==> src/rtl/stack_pkg.sv <==
//------------------------------------------------------------------------------
// Module      : stack_pkg
// Description : Shared defaults, interface widths and operation decode codes
//               for the hardware LIFO stack.
// Revision    : 1.0 - initial release
//------------------------------------------------------------------------------
`default_nettype none

package stack_pkg;

    localparam int STK_DATA_WIDTH  = 8;
    localparam int STK_DEPTH       = 16;
    localparam int STK_COUNT_WIDTH = $clog2(STK_DEPTH) + 1;

    localparam logic [2:0] OP_IDLE           = 3'd0;
    localparam logic [2:0] OP_PUSH           = 3'd1;
    localparam logic [2:0] OP_POP            = 3'd2;
    localparam logic [2:0] OP_REPLACE        = 3'd3;
    localparam logic [2:0] OP_PUSH_EMPTY_POP = 3'd4;
    localparam logic [2:0] OP_REJECT_PUSH    = 3'd5;
    localparam logic [2:0] OP_REJECT_POP     = 3'd6;

endpackage

`default_nettype wire

==> src/rtl/stack_mem.sv <==
//------------------------------------------------------------------------------
// Module      : stack_mem
// Description : DEPTH x DATA_WIDTH register file, one synchronous write port
//               and one asynchronous read port, no reset.
// Revision    : 1.0 - initial release
//------------------------------------------------------------------------------
`default_nettype none

module stack_mem
    import stack_pkg::*;
#(
    parameter int DATA_WIDTH = STK_DATA_WIDTH,
    parameter int DEPTH      = STK_DEPTH,
    parameter int AW         = $clog2(DEPTH)
) (
    input  logic                  clk,
    input  logic                  we,
    input  logic [AW-1:0]         waddr,
    input  logic [DATA_WIDTH-1:0] wdata,
    input  logic [AW-1:0]         raddr,
    output logic [DATA_WIDTH-1:0] rdata
);

    logic [DATA_WIDTH-1:0] mem_q [DEPTH];

    always_ff @(posedge clk) begin
        if (we) begin
            mem_q[waddr] <= wdata;
        end
    end

    assign rdata = mem_q[raddr];

endmodule

`default_nettype wire

==> src/rtl/hw_stack.sv <==
//------------------------------------------------------------------------------
// Module      : hw_stack
// Description : LIFO data stack with registered pop data, full/empty/count,
//               sticky overflow/underflow flags and a top-of-stack peek.
// Revision    : 1.0 - initial release
//------------------------------------------------------------------------------
`default_nettype none

module hw_stack
    import stack_pkg::*;
#(
    parameter  int DATA_WIDTH = STK_DATA_WIDTH,
    parameter  int DEPTH      = STK_DEPTH,
    localparam int AW         = $clog2(DEPTH)
) (
    input  logic                  clk,
    input  logic                  reset,
    input  logic                  push,
    input  logic                  pop,
    input  logic [DATA_WIDTH-1:0] data_in,
    input  logic                  clr_err,
    output logic [DATA_WIDTH-1:0] data_out,
    output logic [DATA_WIDTH-1:0] top,
    output logic                  full,
    output logic                  empty,
    output logic [AW:0]           count,
    output logic                  overflow,
    output logic                  underflow
);

    // sp never wraps, so the next-free pointer and the occupancy are one register.
    logic [AW:0]           sp_q, sp_d;
    logic [DATA_WIDTH-1:0] dout_q, dout_d;
    logic                  ovf_q, ovf_d;
    logic                  unf_q, unf_d;

    logic [2:0]            op;
    logic [AW-1:0]         top_addr;
    logic [AW-1:0]         waddr;
    logic                  we;
    logic [DATA_WIDTH-1:0] rdata;

    assign full     = (sp_q == (AW+1)'(DEPTH));
    assign empty    = (sp_q == '0);
    assign top_addr = sp_q[AW-1:0] - AW'(1);

    always_comb begin
        op = OP_IDLE;
        case ({push, pop})
            2'b10:   op = full  ? OP_REJECT_PUSH    : OP_PUSH;
            2'b01:   op = empty ? OP_REJECT_POP     : OP_POP;
            2'b11:   op = empty ? OP_PUSH_EMPTY_POP : OP_REPLACE;
            default: op = OP_IDLE;
        endcase
    end

    assign we    = (op == OP_PUSH) || (op == OP_REPLACE) || (op == OP_PUSH_EMPTY_POP);
    assign waddr = (op == OP_REPLACE) ? top_addr : sp_q[AW-1:0];

    always_comb begin
        sp_d   = sp_q;
        dout_d = dout_q;
        ovf_d  = clr_err ? 1'b0 : ovf_q;
        unf_d  = clr_err ? 1'b0 : unf_q;
        case (op)
            OP_PUSH: sp_d = sp_q + (AW+1)'(1);
            OP_POP: begin
                sp_d   = sp_q - (AW+1)'(1);
                dout_d = rdata;
            end
            OP_REPLACE:     dout_d = rdata;
            OP_PUSH_EMPTY_POP: begin
                sp_d  = sp_q + (AW+1)'(1);
                unf_d = 1'b1;
            end
            OP_REJECT_PUSH: ovf_d = 1'b1;
            OP_REJECT_POP:  unf_d = 1'b1;
            default: ;
        endcase
    end

    always_ff @(posedge clk or posedge reset) begin
        if (reset) begin
            sp_q   <= '0;
            dout_q <= '0;
            ovf_q  <= 1'b0;
            unf_q  <= 1'b0;
        end else begin
            sp_q   <= sp_d;
            dout_q <= dout_d;
            ovf_q  <= ovf_d;
            unf_q  <= unf_d;
        end
    end

    stack_mem #(
        .DATA_WIDTH (DATA_WIDTH),
        .DEPTH      (DEPTH),
        .AW         (AW)
    ) u_mem (
        .clk   (clk),
        .we    (we),
        .waddr (waddr),
        .wdata (data_in),
        .raddr (top_addr),
        .rdata (rdata)
    );

    assign data_out  = dout_q;
    assign top       = empty ? '0 : rdata;
    assign count     = sp_q;
    assign overflow  = ovf_q;
    assign underflow = unf_q;

endmodule

`default_nettype wire

==> config.mk <==
export PLATFORM = sky130hd
export DESIGN_NAME = hw_stack
export DESIGN_NICKNAME = d
export VERILOG_FILES = /design/src/rtl/stack_pkg.sv /design/src/rtl/stack_mem.sv /design/src/rtl/hw_stack.sv
export SDC_FILE = /design/constraint.sdc
export NUM_CORES = 1
export LEC_CHECK = 0
export CAP_MARGIN = 20
export CORE_MARGIN = 5
export CORE_UTILIZATION = 29
export CTS_BUF_LIST = sky130_fd_sc_hd__clkbuf_4
export CTS_CLUSTER_SIZE = 20
export DETAILED_ROUTE_END_ITERATION = 6
export GPL_TIMING_DRIVEN = 0
export SLEW_MARGIN = 20
export SYNTH_ARGS = -nofsm -noshare
export SYNTH_HDL_FRONTEND = slang
export SYNTH_HIERARCHICAL = 1
export SYNTH_SLANG_ARGS = --single-unit
==> constraint.sdc <==
create_clock -name clk -period 6 [get_ports clk]
set_input_delay 0.6 -clock clk [delete_from_list [all_inputs] [get_ports clk]]
set_output_delay 0.6 -clock clk [all_outputs]
set_load 0.005 [all_outputs]
Yosys cells after proc, flatten, opt, wreduce, memory -nomap -nowiden:

Memory sizes are Yosys's and may differ from the RTL's.
Cells that the tools add are included.

* add/subtract/negate cells: 3
* eq/ne operators: 10
* mux-type cells: 12
* reduce and logical (&&, ||, !) cells: 9

Operator list (count)
* $pmux W5 S2: 1
* $eq A3 B3 Y1 const B: 3
* $mux W3: 3
* $pmux W3 S3: 1
* $mux W8: 1
* $eq A3 B2 Y1 const B: 2
* $reduce_bool A2 Y1: 3
* $reduce_or A2 Y1: 3
* $add A5 B1 Y5 const B: 1
* $eq A5 B5 Y1 const B: 1
* $logic_not A5 Y1: 1
* $mux W1: 5
* $sub A5 B1 Y5 const B: 1
* $eq A2 B2 Y1 const B: 2
* $mux W4: 1
* $sub A4 B1 Y4 const B: 1
* $eq A3 B1 Y1 const B: 1
* $eq A2 B1 Y1 const B: 1
* $logic_or A1 B1 Y1: 2

* flip-flop bits (word level): 15
* bits in writable memories: 128
* input port bits: 13
* output and inout bits: 25
* logic and storage cells: 39
* memories: 1

Memories
* u_mem.mem_q: depth 16, bits a word 8, read ports 1, clocked after memory_dff 0, wr ports 1, line stack_mem.sv:24 `logic [DATA_WIDTH-1:0] mem_q [DEPTH];`

Longest topological paths before layout:

* depth after elaboration: 8
* depth in mapped cells: 11
* depth with buffers taken out: 11

Hierarchy:

The synthesis kept the hierarchy.

By module, submodules not included
* stack_mem: instances 1, cells an instance 221, area each 4987.3 µm², sequential area each 3843.7 µm²
* hw_stack: instances 1, cells an instance 96, area each 985.9 µm², sequential area each 375.4 µm²

Least setup slack after synthesis:

No wires, ideal clock.

* path kind: register -> register
* from: register sp_q[0] (netlist: count[0])
* to: memory u_mem/mem_q[0][0] (netlist bit) (enable)
* setup time: 0.383 ns
* arrival: 2.749 ns
* data required time: 5.617 ns
* slack: 2.868 ns
* cell stages (with the launch flop): 10
* buffers on the path: 1
* period minus slack after synthesis: 3.132 ns
* cells stage by stage: dfrtp_1 -> inv_1 -> ha_1 -> nor4b_1 -> or2_2 -> clkbuf_1 -> nor2b_1 -> xor2_1 -> or3b_2 -> nor3_1

* elaborated cells on any way between the ends: 15
* classes of those cells: add/sub: 1; eq/ne: 4; mux: 7; reduce/logical: 3

RTL lines
* from (decl): line hw_stack.sv:32 `logic [AW:0] sp_q, sp_d;`
* from (signal assigned): line hw_stack.sv:89 `sp_q <= sp_d;`
* $eq A5 B5 Y1 or $logic_not A5 Y1 (tied branches): line hw_stack.sv:43, hw_stack.sv:44
* $mux W3 (on tied branches): line hw_stack.sv:50, hw_stack.sv:51, hw_stack.sv:52
* $pmux W3 S3: line hw_stack.sv:49 `case ({push, pop})`
* $eq A3 B2 Y1: line hw_stack.sv:58 `assign waddr = (op == OP_REPLACE) ? top_addr : sp_q[AW-1:0];`
* $mux W4 *: line hw_stack.sv:58
* net waddr[3]: line hw_stack.sv:39 `logic [AW-1:0] waddr;`
* to (decl): line stack_mem.sv:24

Mark *: on every way through the listed nets, which the timed path passes. The rest lies on a longest branch.

Worst setup path after layout:

* from: register sp_q[0] (netlist: count[0])
* to: output top[2]

* longest elaborated chain between the ends: 3
* elaborated cells on any way between the ends: 4
* classes of those cells: add/sub: 1; mux: 1; reduce/logical: 1; memory: 1

Ends and longest elaborated chain
* $sub A4 B1 Y4: line hw_stack.sv:45 `assign top_addr = sp_q[AW-1:0] - AW'(1);`
* net top_addr[1]: line hw_stack.sv:38 `logic [AW-1:0] top_addr;`
* $mem_v2 Z16 W8
* net rdata[2]: line hw_stack.sv:41 `logic [DATA_WIDTH-1:0] rdata;`
* $mux W8: line hw_stack.sv:110 `assign top = empty ? '0 : rdata;`
* to (decl): line hw_stack.sv:23 `output logic [DATA_WIDTH-1:0] top,`

The timed path passes the listed nets, and every way through them passes these cells.

==> impl_metrics.yaml <==
clock_tree:
  cts_root_buffer: "clkbuf_4"
  post_cts_resized: 0
  clock_sinks: 143
  ctsHtreeMaxLevel: 4
  insertion_delay_ns: 0.53
  holdBufCountCts: 0
  cts_buffer_depth: 2
  cts_tree: "yes"
  cts_setup_buffers: 0
  cts_buffers: 17
  path_clk_slew_ns: 0.11
final_layout:
  nFillCells: 1888
  antenna_cells: 0
  fin_util: 0.346
  nets: 391
  post_route_cells_drive_above_1_share: 0.200
  regArea_mm2: 0.00422
  design_area_mm2: 0.00701
  multi_input_area_mm2: 0.00164
  areaGrowthSynthToFinish_pct: 17.3
critical_path:
  slowest_delay_ns: 0.48
  crit_slowest_cell: "clkdlybuf4s50_1"
  end_kind: "output port"
  cp-startpoint: "count[0]"
  path_max_fanout: 10
  rr_startpoint: "count[0]"
  crit_family: "buffers and inverters"
  crit_arrival_ns: 3.51
  cp_common_cell: "inv_1"
  cp.required_ns: 5.40
  path_buf_inv: 4
  cp_cell_sequence: "inv_1, ha_1, inv_1, buf_2, mux4_1, a22oi_1, nand2_1, nor2b_1, clkdlybuf4s50_1"
  startpoint_type: "register"
  criticalPathCategory: "register to output port"
yosys:
  yosys_warnings: 6
  synth_edf_count: 128
  synth.largest_area_cell: "edfxtp_1"
  async_flop_share: 0.105
  syn_area_per_cell_um2: 18.8
  ys.flop_type: "edfxtp_1"
  syn_nets: 336
  yosysSeqAreaShare: 0.706
  syn_area_mm2: 0.00597
  netlist.area_leader.share: 0.643
  ys_types: 42
  postSynthCellCount: 317
  ys_seq_elements: 143
  synth.area.top_cells: "edfxtp_1, mux4_2, dfrtp_1"
die:
  die-height_um: 154
  chipWidth_um: 154
  core_mm2: 0.0202
  rows: 52
  start_util: 0.295
  die_area_mm2: 0.0236
  ioPinCount: 38
hold_path:
  hold_path_class: "input port to async pin"
route:
  dr_wl_met2_um: 5740
  drc: 0
  detail-route-antenna-nets: 0
  wl_met3_um: 1000
  drt-met1-wl_um: 5300
  vias: 3052
  drt-total-wl_um: 12200
  first_iter_violations: 160
  highest_layer: "met4"
  dr.pass1.iters: 4
  routed_via_density: 4.66
  wl_per_cell_um: 18.7
placed_design:
  gp_congestion: 0.751
  portBuffers: 36
  place_area_mm2: 0.00669
  dp_hpwl_um: 8380
  place_ws_ns: 1.89
grt:
  grt_pass1_wl_um: 18400
  grt_max_degree: 17
  grt_overflow_total: 0
  grt_pass1_vias: 3155
  antenna_found_initial: 0
  grt_usage: 0.105
power_and_ir_drop:
  power.density_mw_per_mm2: 528
  peakVddDrop_uv: 167
  leakagePower_nw: 2.34
sta:
  setup_viol: 0
  setup_slack_ns: 1.89
  finClkSkew_ns: 0.0153
  fmax_ghz: 0.243
  final_hold_viol_count: 0
  finalSetupTns_ns: 0
  rsz0062_at_grt: "no"
  holdWs_ns: 0.424
  min_period_over_period: 0.686
  slew_violations: 0
  finalCriticalPeriod_ns: 4.11
  slew_headroom: 0.405
  worst_pin_slew_ns: 0.886
job:
  cap_viol_max_count: 0
status:
  status: "finished clean"
-- Yosys cell counts (3+ instances only) --
| cell | n |
|---|---|
| o21ai_0 | 3 |
| nand2_1 | 13 |
| edfxtp_1 | 128 |
| a22oi_1 | 16 |
| nand2b_1 | 6 |
| nor3_1 | 5 |
| buf_2 | 5 |
| clkdlybuf4s25_2 | 3 |
| buf_6 | 3 |
| mux4_1 | 14 |
| dfrtp_1 | 15 |
| mux4_2 | 18 |
| xor2_1 | 3 |
| mux2_2 | 8 |
| inv_1 | 9 |
| xnor2_1 | 5 |
| nor2b_1 | 10 |
| ha_1 | 5 |
| nor2_1 | 17 |
-- worst reg2reg max path, cell delays in order (launching register included) --
cell	delay, ns
dfrtp_1	0.47
inv_1	0.18
ha_1	0.24
nor4b_1	0.16
or2_2	0.31
clkbuf_1	0.15
xnor2_1	0.72
nand2_1	0.30
nor2_1	0.76
-- per-stage QoR --
stage	cells	power (W)
final	655	0.00370
after global routing	655	0.00391
after CTS	655	0.00375
after detailed placement	623	0.00308
after global placement	623	0.00305
after floorplan	317	0.00236
-- per-layer routing --
metal / global-route usage / up-vias
li1: - / 1383
met1: 0.139 / 1542
met2: 0.163 / 106
met3: 0.0374 / 21
met4: 0.0336 / 0
met5: 0 / -
-- cells in the final DEF, fill, tap and decap left out, types with 3 or more instances in the layout --
master	n
clkdlybuf4s50_1	36
nor2_1	17
dfrtp_1	15
edfxtp_1	128
mux4_1	14
nand2b_1	6
clkinv_2	3
nor2b_1	10
xor2_1	3
nand2_1	13
bufinv_16	4
mux2_2	8
a22oi_1	16
nor3_2	4
ha_1	5
inv_1	9
xnor2_1	5
mux4_2	18
buf_2	5
buf_6	3
clkbuf_4	20
clkdlybuf4s25_2	3
-- report_power, final --
part	leakage [nW]	switching [W]	internal (W)
Sequential	1.34	0.0000714	0.00124
Clock	0.172	0.000321	0.000341
Combinational	0.833	0.000865	0.000867
Total	2.34	0.00126	0.00245
-- sequential cells by signal, indices dropped and copies added (netlist names) --
| name | count |
|---|---|
| u_mem/mem_q | 128 |
| data_out | 8 |
| underflow | 1 |
| count | 5 |
| overflow | 1 |
-- cell families after synthesis --
logic type	share of synthesized area
AO/OA/AOI/OAI	0.0348
multiplexers	0.152
AND/OR/NAND/NOR	0.0587
adder cells (fa/ha/maj)	0.0138
flip-flops	0.706
buffers and inverters	0.0230
XOR/XNOR	0.0117
-- worst paths after layout --
check,to,slack (ns),cells past startpoint
max,top[2],1.89,9
min,count[4],0.42,2
max reg2reg,u_mem/mem_q[7][7],2.34,8
min reg2reg,data_out[0],0.52,1
max in group asynchronous,data_out[2],5.20,2
min in group clk,count[4],0.47,3
-- cell type report --
type,instances,share of cell area
clock inverters,12,0.0239
multi-input cells,151,0.233
repair buffers,36,0.0514
flip-flops and latches,143,0.602
clock buffers,20,0.0214
well taps,270,0.0482
inverters,9,0.00482
plain buffers,14,0.0148
No activity file was read; power rests on OpenSTA's default activity.
==> RTL edit, RTL diff (same flow settings) <==
Change the package constant `STK_DATA_WIDTH` from 8 to 6.
--- a/src/rtl/stack_pkg.sv
+++ b/src/rtl/stack_pkg.sv
@@ -9,5 +9,5 @@
 package stack_pkg;
 
-    localparam int STK_DATA_WIDTH  = 8;
+    localparam int STK_DATA_WIDTH  = 6;
     localparam int STK_DEPTH       = 16;
     localparam int STK_COUNT_WIDTH = $clog2(STK_DEPTH) + 1;
Interface: changed (resized data_in, data_out and top); port bits go from 38 to 32. No check against the original RTL was run, so the function may have changed too.
==> RTL edit against the original RTL <==
- worst setup slack gained 0.22 ns
- register-to-register slack gained 0.06 ns
- combinational power decreased by 17%
- power fell by 23%
- count of clock-buffer cells in the layout shrank 11
- utilization down 0.34 points
- area after synthesis is 21% lower
- sequential cell count down 34
- final area shrank 22%
- routed wire length fell by 22%
- largest cell class unchanged
- highest routed layer unchanged
==> RTL edit: results (changes against the original RTL) <==
| Metric | Value |
|---|---|
| Status | complete, no violations |
| Routed wl met2 | 4498 um (-22%) |
| Max IR drop VDD | 0.0001824 V (+9.4%) |
| First-pass DRT Iterations | 5 (+1) |
| Vias in the first global route | 2468 (-22%) |
| Share of layout cells above drive strength 1 | 17.86% (-2.1 points) |
| Final RePlAce weighted congestion | 0.7424 (-1.2%) |
| Internal power | 1841 uW (-25%) |
| Clock buffer count from CTS | 9 (-8) |
| Place WS | 2.306 ns (+0.4195 ns) |
| H-tree lvl count | 3 (-1) |
| Routed WL per cell | 18.29 um (-2.2%) |
| Placed insts | 507 (-19%) |
| Net Count, Synth | 279 (-17%) |
| Largest net degree at the start of global routing | 20 (+3) |
| Clk pin slew, worst setup/hold paths | 0.16 ns (+0.05 ns) |
| All-Layer GR Usage | 10.77% (+0.26 points) |
| Met3 usage | 2.885% (-0.85 points) |
| Seq/Total Area, Yosys | 67.85% (-2.8 points) |
| CP top delay family | buffers and inverters |
| Leak pwr | 0.001839 uW (-22%) |
| DRT iter0 DRCs | 141 (-12%) |
| Synth cell count leaders | edfxtp_1 (96), nor2_1 (17), nand2_1 (14) |
| Clock Skews | 0.01664 ns (+0.001301 ns) |
| Worst hold slack | 0.3867 ns (-0.03687 ns) |
| Leading post-synthesis cells by cell area | edfxtp_1 (61%), dfrtp_1 (6.9%), mux4_1 (6.7%) |
| Reg2reg end | u_mem/mem_q[0][3] |
| Max reg flops | 96 (-25%) |
| GRT met1 Usage | 14.76% (+0.89 points) |
| Slew at the pin with the worst max-slew slack | 1.026 ns (+0.1398 ns) |
| Grt met2 use | 16.59% (+0.28 points) |
| Post-Synth XOR/XNOR Area | 1.667% (+0.49 points) |
| Hold Path Class | primary input to flop |
| Max incr delay on CP | 0.50 ns (+0.02 ns) |
| Layout Cells excl Fill | 524 (-20%) |
| Post-Synth Adder-Cell Area | 1.746% (+0.36 points) |
| Setup slack, reg-to-reg | 2.40 ns (+0.06 ns) |
| Highest metal used | met4 |
| Mux cell area share after synthesis | 14.90% (-0.27 points) |
| Count of input and output buffers | 29 (-19%) |
| Worst-skew pair later-pin latency | 0.48 ns (-0.05 ns) |
| Dpl hpwl | 6518 um (-22%) |
| Ys async rst share | 11.93% (+1.4 points) |
| Switch Pwr | 1005 uW (-20%) |
| Clock group share of total power | 15.1% (-2.8 points) |
| Nets | 320 (-18%) |
| Synth Area in Compound Gates | 4.181% (+0.70 points) |
| Distinct cells, synth | 43 (+2.4%) |
| First-pass GRT wire length | 14660 um (-21%) |
| Placed inst area | 5289 um^2 (-21%) |
| Number of flops mapped to enable cells by yosys | 96 (-25%) |
| Seq power | 988 uW (-25%) |
| Vias per inst | 4.695 (+0.75%) |
| Metal1 wirelength | 4371 um (-17%) |
-- RTL edit: changes by cell type after synthesis, moves of 3 or more --
cell,before,now
buf_2,5,1
a22oi_1,16,12
buf_6,3,7
edfxtp_1,128,96
clkdlybuf4s25_2,3,0
mux4_2,18,12
-- RTL edit: layout make-up --
type / count / area (um^2)
plain buffers: 12 / 107.6
repair buffers: 30 / 295.3
flip-flops and latches: 109 / 3208
well taps: 216 / 270.3
clock inverters: 7 / 107.6
clock buffers: 9 / 67.56
inverters: 8 / 30.03
multi-input cells: 133 / 1383
fillers: 1578 / 10470
-- RTL edit: how the worst max path moves through the flow --
stage                                    to  slack [ns]  cells past startpoint      from
after detailed placement  u_mem/mem_q[0][0]        2.31                      8  count[0]
final                                top[4]        2.10                     10  count[0]
after CTS                            top[1]        2.01                     10  count[0]
after global placement    u_mem/mem_q[0][2]        2.42                      8  count[0]
after global routing                 top[1]        1.84                     10  count[0]
after floorplan           u_mem/mem_q[0][0]        3.08                      8  count[0]
